--- config.mk ---
export PLATFORM = sky130hd
export DESIGN_NAME = pwm_capture
export DESIGN_NICKNAME = d
export VERILOG_FILES = /design/src/rtl/pwm_capture.sv
export SDC_FILE = /design/constraint.sdc
export NUM_CORES = 1
export LEC_CHECK = 0
export ABC_CLOCK_PERIOD_IN_PS = 2800
export CAP_MARGIN = 20
export CORE_MARGIN = 2
export CORE_UTILIZATION = 57
export CTS_CLUSTER_SIZE = 40
export DETAILED_ROUTE_END_ITERATION = 6
export PLACE_DENSITY = 0.82
export SLEW_MARGIN = 20
export SYNTH_ARGS = -nofsm -noshare
export SYNTH_HDL_FRONTEND = slang
export SYNTH_SLANG_ARGS = --single-unit
--- constraint.sdc ---
create_clock -name clk -period 2.8 [get_ports clk]
set_input_delay 0.56 -clock clk [delete_from_list [all_inputs] [get_ports clk]]
set_output_delay 0.56 -clock clk [all_outputs]
set_load 0.03 [all_outputs]
--- src/rtl/pwm_capture.sv ---
// rtl/pwm_capture.sv - PWM high-time capture with sample-buffer addressing (optional PWM_CAP_DEGLITCH_EN majority filter)
module pwm_capture #(
   parameter int PERIOD = 256,
   parameter int ADDR_W = 10
) (
   input  logic              clk,
   input  logic              rstn,
   input  logic              cap_en,
   input  logic              pwm_i,
   output logic [15:0]       sample_o,
   output logic              sample_vld,
   output logic              wr_en,
   output logic [ADDR_W-1:0] wr_addr,
   output logic              buf_wrap,
   output logic              busy
);

   localparam logic [15:0]       LAST_CYC = 16'(PERIOD - 1);
   localparam logic [ADDR_W-1:0] ADDR_MAX = '1;

   typedef enum logic [1:0] {
      IDLE    = 2'd0,
      ALIGN   = 2'd1,
      MEASURE = 2'd2
   } state_t;

   state_t      state;
   logic        pwm_meta;
   logic        pwm_s;
   logic        pwm_f;
   logic        pwm_prev;
   logic        rise;
   logic [15:0] frame_cnt;
   logic [15:0] high_cnt;
   logic [15:0] high_sum;

   // two-flop synchronizer bringing the asynchronous PWM input into the clk domain
   always_ff @(posedge clk) begin
      if (!rstn) begin
         pwm_meta <= 1'b0;
         pwm_s    <= 1'b0;
      end else begin
         pwm_meta <= pwm_i;
         pwm_s    <= pwm_meta;
      end
   end

`ifdef PWM_CAP_DEGLITCH_EN
   logic tap1;
   logic tap2;

   // 3-tap majority vote over the synchronized stream; a lone 1-cycle glitch never wins the vote
   always_ff @(posedge clk) begin
      if (!rstn) begin
         tap1  <= 1'b0;
         tap2  <= 1'b0;
         pwm_f <= 1'b0;
      end else begin
         tap1  <= pwm_s;
         tap2  <= tap1;
         pwm_f <= (pwm_s & tap1) | (pwm_s & tap2) | (tap1 & tap2);
      end
   end
`else
   assign pwm_f = pwm_s;
`endif

   // previous filtered level, used only for rising-edge alignment
   always_ff @(posedge clk) begin
      if (!rstn) begin
         pwm_prev <= 1'b0;
      end else begin
         pwm_prev <= pwm_f;
      end
   end

   assign rise     = pwm_f & ~pwm_prev;
   // high_cnt never exceeds PERIOD-1 before this add, so 16 bits cannot overflow
   assign high_sum = high_cnt + {15'd0, pwm_f};

   // capture FSM: align to a rising edge, then count back-to-back frames and strobe each result
   always_ff @(posedge clk) begin
      if (!rstn) begin
         state      <= IDLE;
         frame_cnt  <= '0;
         high_cnt   <= '0;
         sample_o   <= '0;
         sample_vld <= 1'b0;
         wr_en      <= 1'b0;
         wr_addr    <= '0;
         buf_wrap   <= 1'b0;
         busy       <= 1'b0;
      end else begin
         sample_vld <= 1'b0;
         wr_en      <= 1'b0;
         buf_wrap   <= 1'b0;
         // the address is held for the write cycle and advances right after it
         if (wr_en) begin
            wr_addr <= wr_addr + 1'b1;
         end
         case (state)
            IDLE: begin
               if (cap_en) begin
                  state <= ALIGN;
                  busy  <= 1'b1;
               end
            end
            ALIGN: begin
               if (!cap_en) begin
                  state     <= IDLE;
                  busy      <= 1'b0;
                  frame_cnt <= '0;
                  high_cnt  <= '0;
                  wr_addr   <= '0;
               end else if (rise) begin
                  // the edge cycle is frame cycle 0 and its bit (always 1) is counted
                  state     <= MEASURE;
                  frame_cnt <= 16'd1;
                  high_cnt  <= 16'd1;
               end
            end
            MEASURE: begin
               if (frame_cnt == LAST_CYC) begin
                  // frame completes even if cap_en falls on this very cycle
                  sample_o   <= high_sum;
                  sample_vld <= 1'b1;
                  wr_en      <= 1'b1;
                  buf_wrap   <= (wr_addr == ADDR_MAX);
                  frame_cnt  <= '0;
                  high_cnt   <= '0;
                  if (!cap_en) begin
                     state <= IDLE;
                     busy  <= 1'b0;
                  end
               end else if (!cap_en) begin
                  state     <= IDLE;
                  busy      <= 1'b0;
                  frame_cnt <= '0;
                  high_cnt  <= '0;
                  wr_addr   <= '0;
               end else begin
                  frame_cnt <= frame_cnt + 16'd1;
                  high_cnt  <= high_sum;
               end
            end
            default: begin
               state     <= IDLE;
               busy      <= 1'b0;
               frame_cnt <= '0;
               high_cnt  <= '0;
            end
         endcase
      end
   end

endmodule
* After elaboration in Yosys (flattened, before gate mapping)
Cells that the tools add are included. W data, S select, Z words.
Word-level totals: flip-flop bits (word level) 66, logic and storage cells 54, bits of input ports 4
Cells by class: mux-type cells 21, eq/ne operators 8, bitwise operators 3, add/sub/neg operators 3, reduce and logical (&&, ||, !) cells 8
Operators with widths (count):
- $mux W16 | 6
- $pmux W16 S3 | 2
- $mux W10 | 3
- $pmux W10 S2 | 1
- $add A16 B1 Y16 | 1
- $add A16 B1 Y16 const B | 1
- $eq A16 B8 Y1 const B | 1
- $add A10 B1 Y10 const B | 1
- $eq A10 B10 Y1 const B | 1
- $mux W2 | 4
- $reduce_and A2 Y1 | 4
- $ne A2 B2 Y1 const B | 3
- $pmux W2 S3 | 1
- $reduce_and A3 Y1 | 2
- $mux W1 | 3
- $ne A3 B3 Y1 const B | 1
- $eq A2 B1 Y1 const B | 1
- $eq A2 B2 Y1 const B | 1
- $logic_not A2 Y1 | 1
- $not A1 Y1 | 2
- $pmux W1 S2 | 1
- $reduce_or A2 Y1 | 1
- $and A1 B1 Y1 | 1

* Longest topological paths before layout
Gate-level depths: netlist of run 1.
depth in word-level cells 5, gate-level depth with buffers 8, gate-level depth less buffers 6

* Least setup slack after synthesis of run 1
OpenSTA, ideal clock, no wires.
path type register -> register, from register state[1], to register high_cnt[9], library setup time 74 ps, arrival time 1904 ps, cell stages (with the launch flop) 7, path buffers 0, slack 821 ps, path through dfxtp_1 > inv_1 > ha_1 > nand3_1 > a211oi_2 > or4b_1 > a31oi_1
On the way: word-level cells in the longest chain between the ends 3, elaborated cells on any way between the ends 7, those cells by class eq/ne: 3; mux: 1; bitwise: 1; reduce/logical: 2
Ends and longest elaborated chain:
- start: declaration | RTL line 27 | state_t state;
- start signal: assignment | RTL line 84 | state <= IDLE;
- start signal: assignment | RTL line 104 | state <= ALIGN;
- start signal: assignment | RTL line 110 | state <= IDLE;
- $eq A2 B1 Y1 / $logic_not A2 Y1 (equally long branches) | RTL line 101 | case (state)
- $ne A3 B3 Y1 (no source line) / $not A1 Y1 (equally long branches)
- $reduce_and A2 Y1 (no source line)
- end signal: assignment | RTL line 143 | high_cnt <= high_sum;
- end: declaration | RTL line 34 | logic [15:0] high_cnt;
Parallel ways exist; a longest one is shown, timed or not. A chain may end at the register's enable or synchronous reset.

* Final worst setup path of run 1
from register frame_cnt[0], to register frame_cnt[15]
On the way: word-level cells in the longest chain between the ends 4, elaborated cells on any way between the ends 5, those cells by class add/sub: 1; eq/ne: 1; mux: 3
Ends and longest elaborated chain:
- start: declaration | RTL line 33 | logic [15:0] frame_cnt;
- start signal: assignment | RTL line 142 | frame_cnt <= frame_cnt + 16'd1;
- $add A16 B1 Y16 | RTL line 142
- $mux W16 | RTL line 135 | end else if (!cap_en) begin
- $mux W16 (*) | RTL line 123 | if (frame_cnt == LAST_CYC) begin
- $pmux W16 S3 (*) | RTL line 101
Every way passes the cells marked *; elsewhere a longest branch is shown, timed or not.

==> impl_metrics.tcl, run 1 <==
set metrics [dict create \
    cts_buffers 9 \
    start_util_pct 59.1 \
    grt_pass1_wl_mm 14.3 \
    hold_path.class "register to register" \
    finalCritPeriodShare_pct 81.5 \
    cts_hold_buf 0 \
    hold_violations 0 \
    critPathMaxFanout 17 \
    r2r-start "frame_cnt[0]" \
    fmax_mhz 438 \
    fp.dieArea_um2 6780 \
    synth-compound-area-share_pct 17.8 \
    drive_gt1_share_pct 8.04 \
    met1_usage_pct 37.2 \
    setup_ws_ns 0.518 \
    synth_cell_types 48 \
    antenna_left 0 \
    synth.most_common_cell "dfxtp_1" \
    globalRouteMet3Util_pct 5.33 \
    firstDrtPassIters 5 \
    io_buffer_count 33 \
    place_congestion 0.931 \
    drt-initial-drc-count 320 \
    dp_hpwl_mm 6.00 \
    synth.cell_area_um2 3500 \
    top_usage_layer "met2" \
    rows 28 \
    internal_power_uw 1470 \
    multiInputGateArea_um2 1980 \
    grt_max_degree 25 \
    power.share.combinational_pct 6.5 \
    seq_power_share_pct 49.6 \
    yosysWarnings 0 \
    fin_util_pct 68.9 \
    instances_no_fill 535 \
    whs_path_depth 1 \
    syn2layout_area_growth_pct 16.6 \
    synth_commonest_cells "dfxtp_1 (66), nand2_1 (47), nand3_1 (33)" \
    clkTransAtPathRegs_ns 0.07 \
    synth_top_cell_by_area "dfxtp_1" \
    p_sw_uw 458 \
    critical_path_class "register to register" \
    critPathRequiredTime_ns 3.02 \
    synth_top_area_share_pct 37.7 \
    final.setup.tns_ns 0 \
    clk_latency_ns 0.35 \
    powerDensity_nw_per_um2 471 \
    hp-start "pwm_meta" \
    synth_top_family_by_area "simple AND/OR/NAND/NOR gates" \
    yosys.area_share.simple_pct 30.7 \
    vias 3472 \
    overflow 0 \
    seqCellArea_um2 1320 \
    p_sw_share_pct 23.8 \
    wl_per_cell_um 16.8 \
    syn_area_per_cell_um2 8.09 \
    grtUsageTotal_pct 27.2 \
    wirelength_mm 8.99 \
    cts.sink_count 66 \
    synthCells 433 \
    nets 467 \
    ff2ff_path_depth 6 \
    period_minus_slack_ns 2.28 \
    hold_path_end "pwm_f" \
    htree_levels 3 \
    ir_worst_vdd_mv 0.318 \
    num_io_pins 34 \
    globalRouteMet2Util_pct 42.6 \
    fp.dieW_um 82.4 \
    n_fill_cell 501 \
    post_cts_buffers 0 \
    drv_slew 0 \
    crit_arrival_ns 2.50 \
    status "finished clean" \
    cp-end-kind "register" \
    ys_seq_area_share_pct 37.7 \
    synthFlopType "dfxtp_1" \
    worstReg2RegEnd "frame_cnt[15]" \
    worstSetupStartpointType "register" \
    p_leak_uw 0.00124 \
    grt_pass1_vias 3058 \
    core-area_um2 5920 \
    cts_resized 0 \
    drc 0 \
    tightest_slew_ns 0.718 \
    place_ws_ns 0.408 \
    clock_path_buffers 2 \
    synthMuxAreaShare_pct 0.286 \
    num_antenna_cells 0 \
    synth-edff-count 0 \
    viasPerCell 6.49 \
    pwr-share-clk_pct 44.0 \
    setup_viol 0 \
    place_inst 520 \
    tritoncts "done" \
    syn_nets 444 \
    synth_xor_area_share_pct 5.25 \
    ys_ff_latch 66 \
    clk_root_buffer_cell "clkbuf_8" \
    max_slew_margin_pct 52.1 \
    die_h_um 82.4 \
    synth-async-reset-ratio_pct 0 \
    synth_area_leaders "dfxtp_1 (38%), nand2_1 (5.0%), nand4_1 (5.0%)" \
    clock_skew_ns 0.00695 \
    antenna_found_initial 0 \
    rsz0062_at_grt "no" \
    r2r_slack_ns 0.52 \
    drv_cap 0 \
    synth_fa_ha_area_share_pct 2.50 \
]
-- kinds of logic after synthesis --
group | count (synthesis)
AO/OA/AOI/OAI | 95
multiplexers | 1
AND/OR/NAND/NOR | 197
flip-flops | 66
buffers and inverters | 46
XOR/XNOR | 21
adder cells (fa/ha/maj) | 7
-- worst max-delay path by stage --
stage	startpoint	end
after detailed placement	cap_en	frame_cnt[4]
final	frame_cnt[0]	frame_cnt[15]
after CTS	frame_cnt[0]	frame_cnt[15]
after global placement	cap_en	frame_cnt[4]
after floorplan	state[1]	high_cnt[9]
after global routing	frame_cnt[0]	high_cnt[14]
-- sequential cells by signal, indices dropped and copies added (netlist names), 2 cells and up --
signal	cells
state	2
sample_o	16
frame_cnt	16
wr_addr	10
high_cnt	16
-- worst max-delay path, cell delays in order, from the launching register on --
cell and delay, ns:
dfxtp_1 0.39, ha_1 0.28, and4b_1 0.30, nand4_1 0.45
buf_4 0.40, nand2_1 0.20, o311ai_1 0.14
-- metrics by stage --
stage	cell area [um2]	hold slack [ns]	power, uW
CTS	4080	0.435	1920
floorplan	3500	0.412	1050
finish	4080	0.433	1920
global route	4080	0.477	1980
detailed placement	3880	0.422	1100
global placement	3880	0.419	1090
-- area by class of cell --
type                    instances  share of cell area (%)
well taps                      75                    2.30
repair buffers                 49                    11.0
multi-input cells             321                    48.5
inverters                       9                   0.828
clock inverters                 2                   0.858
clock buffers                  13                    4.14
flip-flops and latches         66                    32.4
-- power groups by stage --
stage          sequential (uW)  clock, uW  combinational (uW)
6_report                   953        846                 124
5_1_grt                    954        888                 135
4_1_cts                    953        847                 121
3_5_place_dp               975          0                 120
3_3_place_gp               974          0                 118
2_1_floorplan              977          0                74.2
-- per-layer routing --
layer | vias to the layer above | share of wire, %
met5 | - | 0
met4 | 0 | 2.1
met3 | 22 | 5.9
met2 | 123 | 46
met1 | 1651 | 46
li1 | 1676 | -
-- cells in the final DEF, fill, tap and decap left out, types with 8 or more instances in the layout --
master	count
inv_1	8
buf_4	16
nor2_1	19
clkbuf_8	12
nand4_1	28
xnor2_1	14
nand4b_1	8
a21oi_1	29
nand3_1	33
dfxtp_1	66
a31oi_1	17
a211oi_1	11
nor3_1	25
clkdlybuf4s50_1	33
nand2_1	47
No activity file was read; power rests on OpenSTA's default activity.
==> run 2, diff against run 1 <==
Settings changed: ABC_CLOCK_PERIOD_IN_PS 2800 to 2250.
Clock period 2.8 ns to 2.25 ns, I/O delays scaled along.
==> run 2 against run 1 <==
Compared with the run above:
- fmax rose by 7.8%
- power rose by 22%
- sequential power rose by 25%
- core utilization rose by 0.97 points
- wire length fell by 2.2%
- clock power rose by 18%
- critical path depth fell by 1
- combinational power rose by 29%
- critical endpoint is now sample_o[10]
==> impl_metrics.tcl, run 2 (same netlist as run 1, synthesis figures left out) <==
set metrics [dict create \
    place_area_um2 3940 \
    place_congestion 0.921 \
    clk_root_buffer_cell "clkbuf_8" \
    globalRouteMet3Util_pct 7.72 \
    antenna_found_initial 0 \
    crit_arrival_ns 2.38 \
    fp.dieW_um 82.4 \
    grtUsageTotal_pct 27.9 \
    cts_buffers 9 \
    fin_util_pct 69.9 \
    tritoncts "done" \
    final_common_cell "dfxtp_1" \
    viasPerCell 6.41 \
    powerDensity_nw_per_um2 566 \
    setup_viol 0 \
    crit_slowest_cell "and4_1" \
    place_inst 527 \
    syn2layout_area_growth_pct 18.2 \
    finalInstanceArea_um2 4140 \
    htree_levels 3 \
    crit_chain "ha_1 -> and4b_1 -> and4_1 -> a21oi_1 -> a211oi_1" \
    drive_gt1_share_pct 9.83 \
    rsz0062_at_grt "no" \
    finalCritPeriodShare_pct 94.1 \
    drc 0 \
    pwr-share-clk_pct 42.6 \
    clkTransAtPathRegs_ns 0.08 \
    r2r-start "frame_cnt[0]" \
    p_leak_uw 0.00128 \
    status "finished clean" \
    vias 3480 \
    drt-initial-drc-count 268 \
    instances_no_fill 543 \
    whs_path_depth 2 \
    rows 28 \
    cts_hold_buf 0 \
    final.setup.tns_ns 0 \
    antenna_left 0 \
    clock_skew_ns 0.00471 \
    start_util_pct 59.1 \
    cp-end-kind "register" \
    firstDrtPassIters 5 \
    grt_max_degree 25 \
    p_sw_share_pct 25.6 \
    total_power_uw 2340 \
    core-area_um2 5920 \
    worstReg2RegEnd "sample_o[10]" \
    num_io_pins 34 \
    critPathMaxFanout 19 \
    top_regs "frame_cnt: 16 flops, high_cnt: 16 flops, sample_o: 16 flops" \
    internal_power_uw 1740 \
    wl_per_cell_um 16.2 \
    grt_pass1_wl_mm 14.6 \
    top_usage_layer "met2" \
    seq_power_share_pct 50.6 \
    num_antenna_cells 0 \
    met1_usage_pct 36.9 \
    cts.sink_count 66 \
    die_h_um 82.4 \
    clk_latency_ns 0.35 \
    worstSetupStartpointType "register" \
    drv_slew 0 \
    critPathBufInv 0 \
    period_minus_slack_ns 2.12 \
    nets 474 \
    hold_violations 0 \
    io_buffer_count 33 \
    critPathRequiredTime_ns 2.52 \
    cp_num_cells 5 \
    fmax_mhz 472 \
    timing.critical_path.from "frame_cnt[0]" \
    dp_hpwl_mm 5.98 \
    overflow 0 \
    tightest_slew_ns 0.709 \
    critical_path_class "register to register" \
    ff2ff_path_depth 5 \
    fp.dieArea_um2 6780 \
    globalRouteMet2Util_pct 45.1 \
    cp-endpoint "sample_o[10]" \
    p_sw_uw 601 \
    power.share.combinational_pct 6.8 \
    drv_cap 0 \
    r2r_slack_ns 0.13 \
    ir_worst_vdd_mv 0.462 \
    max_stage_delay_ns 0.67 \
    grt_pass1_vias 3100 \
    max_slew_margin_pct 52.8 \
    wirelength_mm 8.79 \
    clock_path_buffers 2 \
    final_cell_mix "dfxtp_1 (66), nand2_1 (47), nand3_1 (33), clkdlybuf4s50_1 (33), a21oi_1 (29)" \
    path_delay_family "simple AND/OR/NAND/NOR gates" \
    hold_path.class "register to register" \
]
run 2: cell count changes in the layout (fill, tap and decap cells not counted), sizes merged:
| cell | delta |
|---|---|
| clkinv | +2 |
| clkinvlp | +2 |
| clkbuf | -4 |
| inv | +1 |
| buf | +7 |
run 2: worst min path at each step:
stage	startpoint	end	slack (ns)
global placement	pwm_meta	pwm_f	0.42
detailed placement	pwm_meta	pwm_f	0.46
CTS	sample_o[0]	sample_o[0]	0.48
floorplan	pwm_meta	pwm_f	0.41
finish	sample_o[0]	sample_o[0]	0.48
global route	sample_o[1]	sample_o[1]	0.50
run 2: through the flow:
stage / setup WS (ns) / hold slack, ns
finish: 0.133 / 0.478
global route: 0.00490 / 0.502
CTS: 0.173 / 0.482
detailed placement: 0.0589 / 0.465
global placement: 0.0893 / 0.416
floorplan: 0.271 / 0.412
run 2: cell type report:
class,count,area (um2)
timing repair buffer,56,519
multi-input combinational,321,1980
fill,468,1780
clock inverter,7,68.8
clock buffer,9,124
inverter,9,33.8
sequential,66,1320
tap,75,93.8
run 2: what timing repair did:
action                     4_1_cts  5_1_grt
gates resized for setup          0        1
setup buffers                    0        0
setup endpoints to repair        0        1
run 2: per-layer routing:
metal	share of wire, %	up-vias
met2	47	127
li1	-	1692
met1	44	1647
met5	0	-
met3	7.2	14
met4	1.1	0
run 2: worst min-delay path: stages (launching register included):
cell,delay [ns]
dfxtp_1,0.31
o21ai_1,0.06
a21oi_1,0.06
run 2: power groups by stage:
| stage | Combinational [uW] | Clock, uW | Sequential (uW) |
|---|---|---|---|
| floorplan | 92.4 | 0 | 1220 |
| global placement | 153 | 0 | 1210 |
| detailed placement | 157 | 0 | 1210 |
| CTS | 158 | 1010 | 1190 |
| global route | 173 | 1080 | 1190 |
| finish | 160 | 997 | 1190 |
